`config.mk`:
```
export PLATFORM = sky130hd
export DESIGN_NAME = aes_enc_feeder
export DESIGN_NICKNAME = d
export VERILOG_FILES = /design/src/rtl/aes_feed_pkg.sv /design/src/rtl/aes_feed_fifo.sv /design/src/rtl/aes_enc_feeder.sv
export SDC_FILE = /design/constraint.sdc
export NUM_CORES = 1
export LEC_CHECK = 0
export CORE_MARGIN = 5
export CORE_UTILIZATION = 48
export DETAILED_ROUTE_END_ITERATION = 8
export PLACE_DENSITY = 0.84
export SETUP_SLACK_MARGIN = 0.4
export SYNTH_ARGS = -nofsm -noshare
export SYNTH_HDL_FRONTEND = slang
export SYNTH_SLANG_ARGS = --single-unit
```
`constraint.sdc`:
```
create_clock -name clk -period 4.32 [get_ports clk]
set_input_delay 0.648 -clock clk [delete_from_list [all_inputs] [get_ports clk]]
set_output_delay 0.648 -clock clk [all_outputs]
set_load 0.01 [all_outputs]
```
`src/rtl/aes_feed_pkg.sv`:
```
// Shared types and default constants for the AES-128 encryptor feeder.
package aes_feed_pkg;

    localparam int AES_BLOCK_LEN  = 128;
    localparam int AES_PIPE_DEPTH = 11;
    localparam int AES_KEY_WAIT   = 12;

    typedef enum logic [1:0] {
        IDLE,
        KEYGEN,
        RUN,
        DRAIN
    } feed_state_t;

    function automatic int max_int(input int a, input int b);
        return (a > b) ? a : b;
    endfunction

endpackage

```
`src/rtl/aes_feed_fifo.sv`:
```
// Synchronous FIFO for plaintext blocks: first-word-fall-through head, occupancy level.
module aes_feed_fifo #(
    parameter int WIDTH = 128,
    parameter int DEPTH = 4
) (
    input  logic                         clk,
    input  logic                         rst,
    input  logic                         push,
    input  logic [WIDTH-1:0]             push_data,
    input  logic                         pop,
    output logic [WIDTH-1:0]             pop_data,
    output logic                         full,
    output logic                         empty,
    output logic [$clog2(DEPTH+1)-1:0]   level
);

    localparam int AW = $clog2(DEPTH);
    localparam int LW = $clog2(DEPTH + 1);

    logic [WIDTH-1:0] mem [DEPTH];
    logic [AW-1:0]    wr_ptr;
    logic [AW-1:0]    rd_ptr;
    logic             do_push;
    logic             do_pop;

    assign do_push  = push && !full;
    assign do_pop   = pop && !empty;
    assign full     = (level == LW'(DEPTH));
    assign empty    = (level == '0);
    assign pop_data = mem[rd_ptr];

    // DEPTH is a power of two, so pointer overflow is the modulo wrap.
    always_ff @(posedge clk) begin
        if (rst) begin
            wr_ptr <= '0;
            rd_ptr <= '0;
            level  <= '0;
        end else begin
            if (do_push) begin
                wr_ptr <= wr_ptr + AW'(1);
            end
            if (do_pop) begin
                rd_ptr <= rd_ptr + AW'(1);
            end
            case ({do_push, do_pop})
                2'b10:   level <= level + LW'(1);
                2'b01:   level <= level - LW'(1);
                default: level <= level;
            endcase
        end
    end

    always_ff @(posedge clk) begin
        if (do_push) begin
            mem[wr_ptr] <= push_data;
        end
    end

endmodule

```
`src/rtl/aes_enc_feeder.sv`:
```
// Feeds buffered plaintext blocks into the pipelined AES-128 encryptor and sequences key changes.
// Optional statistics counters (blk_count, stall_count) are enabled with `define AES_FEED_STATS_EN.
module aes_enc_feeder
    import aes_feed_pkg::*;
#(
    parameter int BLOCK_LENGTH    = AES_BLOCK_LEN,
    parameter int DEPTH           = 4,
    parameter int PIPE_DEPTH      = AES_PIPE_DEPTH,
    parameter int KEY_WAIT_CYCLES = AES_KEY_WAIT
) (
    input  logic                         clk,
    input  logic                         rst,
    input  logic [BLOCK_LENGTH-1:0]      s_data,
    input  logic                         s_valid,
    output logic                         s_ready,
    input  logic [BLOCK_LENGTH-1:0]      key_in,
    input  logic                         key_load,
    output logic                         key_busy,
    output logic [BLOCK_LENGTH-1:0]      aes_in,
    output logic [BLOCK_LENGTH-1:0]      aes_key,
    output logic                         aes_enable,
    output logic                         aes_fsm_en,
`ifdef AES_FEED_STATS_EN
    output logic [31:0]                  blk_count,
    output logic [31:0]                  stall_count,
`endif
    output logic [$clog2(DEPTH+1)-1:0]   fifo_level
);

    localparam int CNT_W = $clog2(max_int(PIPE_DEPTH, KEY_WAIT_CYCLES) + 1);
    localparam logic [CNT_W-1:0] WAIT_LAST  = CNT_W'(KEY_WAIT_CYCLES - 1);
    localparam logic [CNT_W-1:0] DRAIN_LAST = CNT_W'(PIPE_DEPTH - 1);

    feed_state_t              state;
    feed_state_t              state_d;
    logic [CNT_W-1:0]         cnt;
    logic [CNT_W-1:0]         cnt_d;
    logic [BLOCK_LENGTH-1:0]  pend_key;
    logic [BLOCK_LENGTH-1:0]  pend_key_d;
    logic                     pend_flag;
    logic                     pend_flag_d;
    logic [BLOCK_LENGTH-1:0]  aes_key_d;
    logic [BLOCK_LENGTH-1:0]  aes_in_d;
    logic                     aes_en_d;
    logic                     fsm_en_d;
    logic                     enter_keygen;

    logic                     fifo_push;
    logic                     fifo_pop;
    logic                     fifo_full;
    logic                     fifo_empty;
    logic [BLOCK_LENGTH-1:0]  fifo_head;

    assign s_ready   = !fifo_full;
    assign fifo_push = s_valid && s_ready;
    assign key_busy  = (state != RUN);

    aes_feed_fifo #(
        .WIDTH (BLOCK_LENGTH),
        .DEPTH (DEPTH)
    ) u_fifo (
        .clk       (clk),
        .rst       (rst),
        .push      (fifo_push),
        .push_data (s_data),
        .pop       (fifo_pop),
        .pop_data  (fifo_head),
        .full      (fifo_full),
        .empty     (fifo_empty),
        .level     (fifo_level)
    );

    always_ff @(posedge clk) begin
        if (rst) begin
            state <= IDLE;
        end else begin
            state <= state_d;
        end
    end

    // The newest key always wins: pend_key_d already folds in a same-cycle key_load,
    // so KEYGEN entry can take it directly without a one-cycle lag.
    always_comb begin
        state_d      = state;
        cnt_d        = cnt;
        pend_key_d   = key_load ? key_in : pend_key;
        pend_flag_d  = pend_flag;
        aes_key_d    = aes_key;
        aes_in_d     = '0;
        aes_en_d     = 1'b0;
        fsm_en_d     = 1'b0;
        fifo_pop     = 1'b0;
        enter_keygen = 1'b0;

        case (state)
            IDLE: begin
                if (key_load) begin
                    enter_keygen = 1'b1;
                end
            end
            KEYGEN: begin
                cnt_d = cnt + CNT_W'(1);
                if (key_load) begin
                    pend_flag_d = 1'b1;
                end
                if (cnt == WAIT_LAST) begin
                    if (pend_flag || key_load) begin
                        enter_keygen = 1'b1;
                    end else begin
                        state_d = RUN;
                    end
                end
            end
            RUN: begin
                if (key_load) begin
                    state_d = DRAIN;
                    cnt_d   = '0;
                end else if (!fifo_empty) begin
                    fifo_pop = 1'b1;
                    aes_in_d = fifo_head;
                    aes_en_d = 1'b1;
                end
            end
            DRAIN: begin
                cnt_d = cnt + CNT_W'(1);
                if (key_load) begin
                    pend_flag_d = 1'b1;
                end
                if (cnt == DRAIN_LAST) begin
                    enter_keygen = 1'b1;
                end
            end
            default: begin
                state_d = IDLE;
            end
        endcase

        if (enter_keygen) begin
            state_d     = KEYGEN;
            cnt_d       = '0;
            aes_key_d   = pend_key_d;
            pend_flag_d = 1'b0;
            fsm_en_d    = 1'b1;
        end
    end

    always_ff @(posedge clk) begin
        if (rst) begin
            cnt        <= '0;
            pend_key   <= '0;
            pend_flag  <= 1'b0;
            aes_key    <= '0;
            aes_in     <= '0;
            aes_enable <= 1'b0;
            aes_fsm_en <= 1'b0;
        end else begin
            cnt        <= cnt_d;
            pend_key   <= pend_key_d;
            pend_flag  <= pend_flag_d;
            aes_key    <= aes_key_d;
            aes_in     <= aes_in_d;
            aes_enable <= aes_en_d;
            aes_fsm_en <= fsm_en_d;
        end
    end

`ifdef AES_FEED_STATS_EN
    always_ff @(posedge clk) begin
        if (rst) begin
            blk_count   <= '0;
            stall_count <= '0;
        end else begin
            if (aes_enable) begin
                blk_count <= blk_count + 32'd1;
            end
            if (s_valid && !s_ready) begin
                stall_count <= stall_count + 32'd1;
            end
        end
    end
`endif

endmodule

```
# Word-level counts from Yosys, hierarchy flattened
# Memories as Yosys holds them, arrays and structs flattened. A register that Yosys moved wholly into a read port is not among the register bits.
# Index checks and enable logic that the tools add are counted.
[word_totals] mem_count=1 elab_cells=72 ramBits=512 ff_bits=272 output_inout_bits=263
[mem_list] name="u_fifo.mem" depth=4 width=128 rd=1 rd_clocked_by_memory_dff=1 write_ports=1 line="aes_feed_fifo.sv:20" source="logic [WIDTH-1:0] mem [DEPTH];"
[classes] mux=20 bitwise=1 reduce_logical=19 n_addsub=5 eq_ne=15
[op_table] operator="$mux 128" count=1
[op_table] operator="$mux 1" count=11
[op_table] operator="$ne 3x3->1 const B" count=3
[op_table] operator="$eq 4x4->1 const B" count=2
[op_table] operator="$ne 2x2->1 const B" count=4
[op_table] operator="$pmux 4 s2" count=1
[op_table] operator="$reduce_and 4->1" count=2
[op_table] operator="$eq 2x2->1 const B" count=3
[op_table] operator="$mux 2" count=3
[op_table] operator="$pmux 3 s2" count=1
[op_table] operator="$reduce_bool 2->1" count=3
[op_table] operator="$add 2x1->2 const B" count=2
[op_table] operator="$add 4x1->4 const B" count=1
[op_table] operator="$eq 2x1->1 const B" count=2
[op_table] operator="$mux 4" count=1
[op_table] operator="$pmux 2 s2" count=1
[op_table] operator="$reduce_and 2->1" count=2
[op_table] operator="$reduce_or 2->1" count=2
[op_table] operator="$reduce_or 4->1" count=1
[op_table] operator="$add 3x1->3 const B" count=1
[op_table] operator="$eq 3x3->1 const B" count=1
[op_table] operator="$logic_and 1x1->1" count=3
[op_table] operator="$logic_not 3->1" count=1
[op_table] operator="$pmux 1 s3" count=1
[op_table] operator="other kinds (6)" count=7

# Depth between registers and ports, before layout
# Gate-level depths: netlist of run 1.
[depth] word_depth=7 mapped_depth=9 mapped_depth_nobuf=9

# By module
# A second synthesis of run 1 with hierarchy kept.
[hier_totals] hier_cells=1740 hier_area_um2=31196.2
[by_module_without_submodules] mod="aes_feed_fifo" area_each_um2=19042.0 cells_each=722 seq_area_each_um2=15554.9 instances=1
[by_module_without_submodules] mod="aes_enc_feeder" area_each_um2=12154.2 cells_each=1018 seq_area_each_um2=7867.5 instances=1

# Least setup slack after synthesis of run 1
# Ideal clock, no wire load.
[synth_timing] path_type="register to register" from="register u_fifo.level[0]" to="memory u_fifo.mem[0][0], enable pin" stages_incl_launch_ff=3 period_less_slack_ns=4.194 setup_ns=0.503 arrival_time_ns=3.691 path_slack_ns=0.126 cell_sequence="dfxtp_1 or3b_1 and3_1"
[synth_via] elab_chain_cells=6
[synth_lines] item="start: declaration" line="aes_feed_fifo.sv:14" source="output logic [$clog2(DEPTH+1)-1:0] level"
[synth_lines] item="start signal: assignment" line="aes_feed_fifo.sv:46" source="2'b10: level <= level + LW'(1);"
[synth_lines] item="start signal: assignment" line="aes_feed_fifo.sv:47" source="2'b01: level <= level - LW'(1);"
[synth_lines] item="start signal: assignment" line="aes_feed_fifo.sv:48" source="default: level <= level;"
[synth_lines] item="$eq 3x3->1 (*)" line="aes_feed_fifo.sv:28" source="assign full = (level == LW'(DEPTH));"
[synth_lines] item="$logic_not 1->1 (*)" line="aes_enc_feeder.sv:54" source="assign s_ready = !fifo_full;"
[synth_lines] item="via s_ready" line="aes_enc_feeder.sv:15" source="output logic s_ready,"
[synth_lines] item="$logic_and 1x1->1" line="aes_enc_feeder.sv:55" source="assign fifo_push = s_valid && s_ready;"
[synth_lines] item="$logic_and 1x1->1 (*)" line="aes_feed_fifo.sv:26" source="assign do_push = push && !full;"
[synth_lines] item="$mux 1 (*)" line="aes_feed_fifo.sv:54" source="if (do_push) begin"
[synth_lines] item="$mux 1 (implied by the code) (*)" line="aes_feed_fifo.sv:55" source="mem[wr_ptr] <= push_data;"
[synth_lines] item="end: declaration" line="aes_feed_fifo.sv:20"
# Mark *: on every way through the listed nets, which the timed path passes. The rest lies on a longest branch.

# Worst setup path in the final report of run 1
[layout_timing] from="register state[0]" to="output port key_busy"
[layout_via] elab_chain_cells=1
[layout_lines] item="start: declaration" line="aes_enc_feeder.sv:34" source="feed_state_t state;"
[layout_lines] item="start signal: assignment" line="aes_enc_feeder.sv:77" source="state <= state_d;"
[layout_lines] item="$ne 2x2->1" line="aes_enc_feeder.sv:56" source="assign key_busy = (state != RUN);"
[layout_lines] item="end: declaration" line="aes_enc_feeder.sv:18" source="output logic key_busy,"
# Every way passes these cells.

==> impl_metrics.toml, run 1 <==
[critical_path]
slowest_delay_ps = 610
critical_path.cell_chain = "nand2b_1 > clkdlybuf4s50_1"
r2r_setup_slack_ps = 1670
path_delay_family = "buffers and inverters"
required_ps = 3670
worstPathArrival_ps = 2150
end_kind = "primary output"
cp_max_fo = 14
path_class = "flip-flop to primary output"
startpoint_type = "flip-flop"
worst_path_max_delay_cell = "clkdlybuf4s50_1"
path_buf_inv = 1

[sta]
hold_slack_ps = 454
fmax_mhz = 357
min_period_over_period = 0.648
worst-slew-pin-transition_ps = 1050
hold_viol = 0
rsz0062_at_grt = "no"
drv_slew = 0
tns_ps = 0
max-slew-margin-rel = 0.297
period_needed_ps = 2800
fin_worst_skew_ps = 61.5
setup_viol = 0

[place]
hpwl_um = 50700
gp_congestion = 0.851
numPortBuffers = 522
placedCellCount = 3182

[cts]
cts_tree = "done"
path_clk_slew_ps = 60
cts.htree.levels = 3
post_cts_resized = 0
cts-root-buf = "clkbuf_16"
cts_buffer_depth = 3
cts_made_buffers = 92
clk_latency_ps = 670
holdBufCountCts = 0
cts_setup_buffers = 0
cts.sinks = 912

[global_routing]
first_global_vias = 19000
grt_max_degree = 195
antenna_found_initial = 26
grt_pass1_wl_um = 118000
track_usage = 0.209
grt_overflow_total = 0

[synth]
syn_inst = 1858
synth_area_leaders = "edfxtp_1, dfxtp_1, mux4_2"
synthArstFlopShare = 0
yosysTopAreaCell = "edfxtp_1"
syn_nets = 2126
synth_top_area_frac = 0.471
yosys_warnings = 0
syn_area_mm2 = 0.0326
synth_seq_area_share = 0.717
ys_types = 41
ys_ff_latch = 912
synthFlopType = "edfxtp_1"
syn_avg_cell_area_um2 = 17.6
synth-edff-count = 512

[pwr]
powerDensity_mw_per_mm2 = 460
peakVddDrop_v = 0.000317
p_leak_nw = 15.2

[drt]
first_pass_iters = 5
via_per_inst = 5.23
ant_nets = 0
num_vias = 17700
routed_wl_um = 79100
drt_iter0_drc = 1477
routedWlPerCell_um = 23.4
drc = 0

[finish]
stdcell_count = 3380
fin_nets = 2671
layout-area-overhead-vs-synth_pct = 29.0
drive_gt1_frac = 0.180
mostFrequentLayoutCell = "clkdlybuf4s50_1"
final_cell_mix = "clkdlybuf4s50_1, edfxtp_1, dfxtp_1"

[hold_path]
hp-class = "input pin to flip-flop"

[floorplan]
rows = 95
core-area_mm2 = 0.0673
die_y_um = 271
io_pins = 523
fp.dieW_um = 271
dieArea_mm2 = 0.0733
initial_core_util = 0.485

[flow_run]
maxCapViolCount = 0

[run_status]
status = "finished, final reports clean"
[logic make-up (layout without fill, tap and decap cells)]
family          count (synthesis)  count (layout)  synth area share
xor+xnor                        6               6           0.00161
mux                           385             385             0.185
other cells                     0              24                 0
flops                         912             912             0.717
buf+inv                       110             735            0.0207
fa+ha+maj                       8               8           0.00330
compound gates                 16              16           0.00311
simple gates                  421             421            0.0702
[Yosys cell counts (2+ instances only)]
library cell and count:
mux2_4 109, buf_6 2, ha_1 7, nor3_1 8, nor4b_1 2, buf_1 4
buf_2 33, and3_1 4, nor2b_1 129, clkbuf_1 46, nand2_1 5, nor2_1 136
mux4_2 128, mux2_2 19, buf_12 11, buf_4 7, and2_1 129, dfxtp_1 400
edfxtp_1 512, inv_1 7, a21oi_1 8, xor2_1 3, mux2i_1 129, xnor2_1 3
[sequential cells by signal, summed over array words and instances (netlist names), 3 cells and up]
name,cells
u_fifo.level,3
u_fifo.mem,512
aes_in,128
aes_key,128
pend_key,128
cnt,4
[per-layer routing]
layer | part of all wire | GRT usage
met3 | 0.056 | 0.0463
met4 | 0.047 | 0.104
met2 | 0.52 | 0.363
met1 | 0.37 | 0.247
met5 | 0.00047 | 0
[layout make-up]
class / count / area (µm²)
antenna: 24 / 60.1
clock buffer: 127 / 2580
clock inverter: 47 / 697
fill: 4559 / 25200
inverter: 7 / 26.3
multi-input combinational: 836 / 8620
sequential: 912 / 23400
tap: 873 / 1090
timing repair buffer: 554 / 5640
[through the flow]
stage / worst slack (ps) / instance area (µm²) / util / total power [W]
finish: 1520 / 42100 / 0.626 / 0.0193
CTS: 1470 / 42000 / 0.625 / 0.0195
global placement: 1570 / 38800 / 0.576 / 0.0111
detailed placement: 1530 / 38800 / 0.576 / 0.0112
floorplan: 1590 / 32600 / - / 0.0105
global route: 1420 / 42100 / 0.626 / 0.0200
[power breakdown]
group | internal [W] | leakage (nW) | total, W | switching (W)
registers | 0.00956 | 7.97 | 0.00969 | 0.000131
clock network | 0.00491 | 1.58 | 0.00834 | 0.00343
logic | 0.000704 | 5.67 | 0.00131 | 0.000607
total | 0.0152 | 15.2 | 0.0193 | 0.00417
[final timing paths]
| kind | from | to | cells after the start |
|---|---|---|---|
| worst max-delay path | state[0] | key_busy | 2 |
| worst min-delay path | rst | u_fifo.level[0] | 2 |
| worst max register to register | cnt[0] | aes_key[79] | 6 |
| worst min register to register | pend_key[16] | pend_key[16] | 2 |
No activity file was read; power rests on OpenSTA's default activity.
==> inputs of run 2 (changes only) <==
--- a/config.mk
+++ b/config.mk
@@ -6,9 +6,9 @@
 export NUM_CORES = 1
 export LEC_CHECK = 0
 export CORE_MARGIN = 5
-export CORE_UTILIZATION = 48
+export CORE_UTILIZATION = 53
 export DETAILED_ROUTE_END_ITERATION = 8
-export PLACE_DENSITY = 0.84
+export PLACE_DENSITY = 0.87
 export SETUP_SLACK_MARGIN = 0.4
 export SYNTH_ARGS = -nofsm -noshare
 export SYNTH_HDL_FRONTEND = slang
==> constraint.sdc (replaced) <==
create_clock -name clk -period 2.7 [get_ports clk]
set_input_delay 0.405 -clock clk [delete_from_list [all_inputs] [get_ports clk]]
set_output_delay 0.405 -clock clk [all_outputs]
set_load 0.01 [all_outputs]
==> run 2 against run 1 <==
Compared with the run above:
- combinational power increased by 65%
- critical path type is now flip-flop to flip-flop
- largest power group unchanged
- worst hold slack got worse by 280 ps
- via count is 0.10% lower
==> impl_metrics.toml, run 2 (synthesis gave the netlist of run 1 again) <==
[place]
pre_cts_slack_ps = 151
placed_area_mm2 = 0.0388
numPortBuffers = 522
hpwl_um = 48900
gp_congestion = 0.854

[sta]
setup_viol = 0
hold_viol = 0
worst-slew-pin-transition_ps = 1090
min_period_over_period = 0.840
drv_slew = 0
fin_worst_skew_ps = 21.3
tns_ps = 0
setup_slack_ps = 431
hold_slack_ps = 178
period_needed_ps = 2270
fmax_mhz = 441
rsz0062_at_grt = "yes"
max-slew-margin-rel = 0.272

[floorplan]
core-area_mm2 = 0.0614
die_y_um = 258
initial_core_util = 0.532
dieArea_mm2 = 0.0666
fp.dieW_um = 258
io_pins = 523
rows = 91

[cts]
cts_buffer_depth = 3
path_clk_slew_ps = 60
clk_latency_ps = 630
cts-root-buf = "clkbuf_16"
cts_tree = "done"
cts.htree.levels = 3
cts.sinks = 912
cts_made_buffers = 89

[pwr]
powerDensity_mw_per_mm2 = 717
peakVddDrop_v = 0.000643
p_leak_nw = 15.2

[global_routing]
antenna_found_initial = 12
track_usage = 0.228
busiest_layer = "met2"
grt_max_degree = 130
grt_pass1_wl_um = 116000
grtUsageMet3 = 0.0591
grt_use_met2 = 0.385
first_global_vias = 18800
gr-usage-met1 = 0.285
grt_overflow_total = 0

[critical_path]
startpoint_type = "flip-flop"
path_buf_inv = 2
worstPathArrival_ps = 2810
path_delay_family = "simple AND/OR/NAND/NOR gates"
worst_path_max_delay_cell = "or3b_4"
critical_path.cell_chain = "or3b_4 > and2_4 > inv_4 > ha_4 > inv_1 > fa_2 > xor2_2 > or3_4 > a21oi_2"
cp_max_fo = 5
path_class = "flip-flop to flip-flop"
end_kind = "flip-flop"
required_ps = 3250
slowest_delay_ps = 400

[finish]
largest_register = "u_fifo.mem"
fin_util = 0.684
final_area_mm2 = 0.0420
drive_gt1_frac = 0.188
final_cell_mix = "clkdlybuf4s50_1, edfxtp_1, dfxtp_1"
fin_nets = 2682
layout-area-overhead-vs-synth_pct = 28.7
largest_reg_flops = 512
mostFrequentLayoutCell = "clkdlybuf4s50_1"

[drt]
ant_nets = 0
drt_iter0_drc = 1243
via_per_inst = 5.38
routedWlPerCell_um = 23.7
first_pass_iters = 5
routed_wl_um = 77700
num_vias = 17700
drc = 0

[flow_run]
maxCapViolCount = 0

[run_status]
status = "finished, final reports clean"

[hold_path]
hp-class = "input pin to flip-flop"
[run 2: cell types whose count changed in the layout (fill, tap and decap cells not counted), sizes merged]
cell,change
clkdlybuf4s50,-2
clkinvlp,-2
clkinv,+2
a32o,+1
dlygate4sd2,+1
buf,+13
clkbuf,-5
diode,-14
bufinv,-5
[run 2: worst paths after layout]
| kind | from | endpoint | slack (ps) | depth (start not counted) |
|---|---|---|---|---|
| worst max-delay path | u_fifo.level[0] | u_fifo.level[2] | 430 | 9 |
| worst min-delay path | rst | u_fifo.rd_ptr[1] | 180 | 2 |
| worst max register to register | u_fifo.level[0] | u_fifo.level[2] | 430 | 9 |
| worst min register to register | pend_key[16] | pend_key[16] | 500 | 2 |
[run 2: cell type report]
class	count	area, µm²
inverters	7	28.8
diodes	10	25.0
clock inverters	42	403
fillers	3781	19400
well taps	790	988
repair buffers	567	5880
multi-input cells	837	8680
clock buffers	121	2570
flip-flops and latches	912	23400
[run 2: repair_timing]
action | CTS | global route
setup endpoints to repair | 3 | 85
cloned | 0 | 1
gates resized for setup | 8 | 13
hold buffers | 0 | 0
pin swaps | 2 | 4
buffers inserted | 4 | 8
[run 2: stage by stage]
stage / std cells / power, W
after detailed placement: 3100 / 0.0179
after global routing: 3281 / 0.0311
after global placement: 3100 / 0.0178
after floorplan: 1858 / 0.0169
final: 3286 / 0.0301
after CTS: 3267 / 0.0303
[run 2: power breakdown]
group	total (W)	leakage, nW	internal [W]	switching [W]
clock network	0.0124	1.47	0.00728	0.00515
registers	0.0155	7.97	0.0153	0.000199
logic	0.00216	5.79	0.00118	0.000981
[run 2: layer usage]
layer  part of all wire  up-vias
li1                   -     7947
met1               0.38     8886
met2               0.51      668
met3              0.075      159
met4              0.034        8
met5            0.00075        -
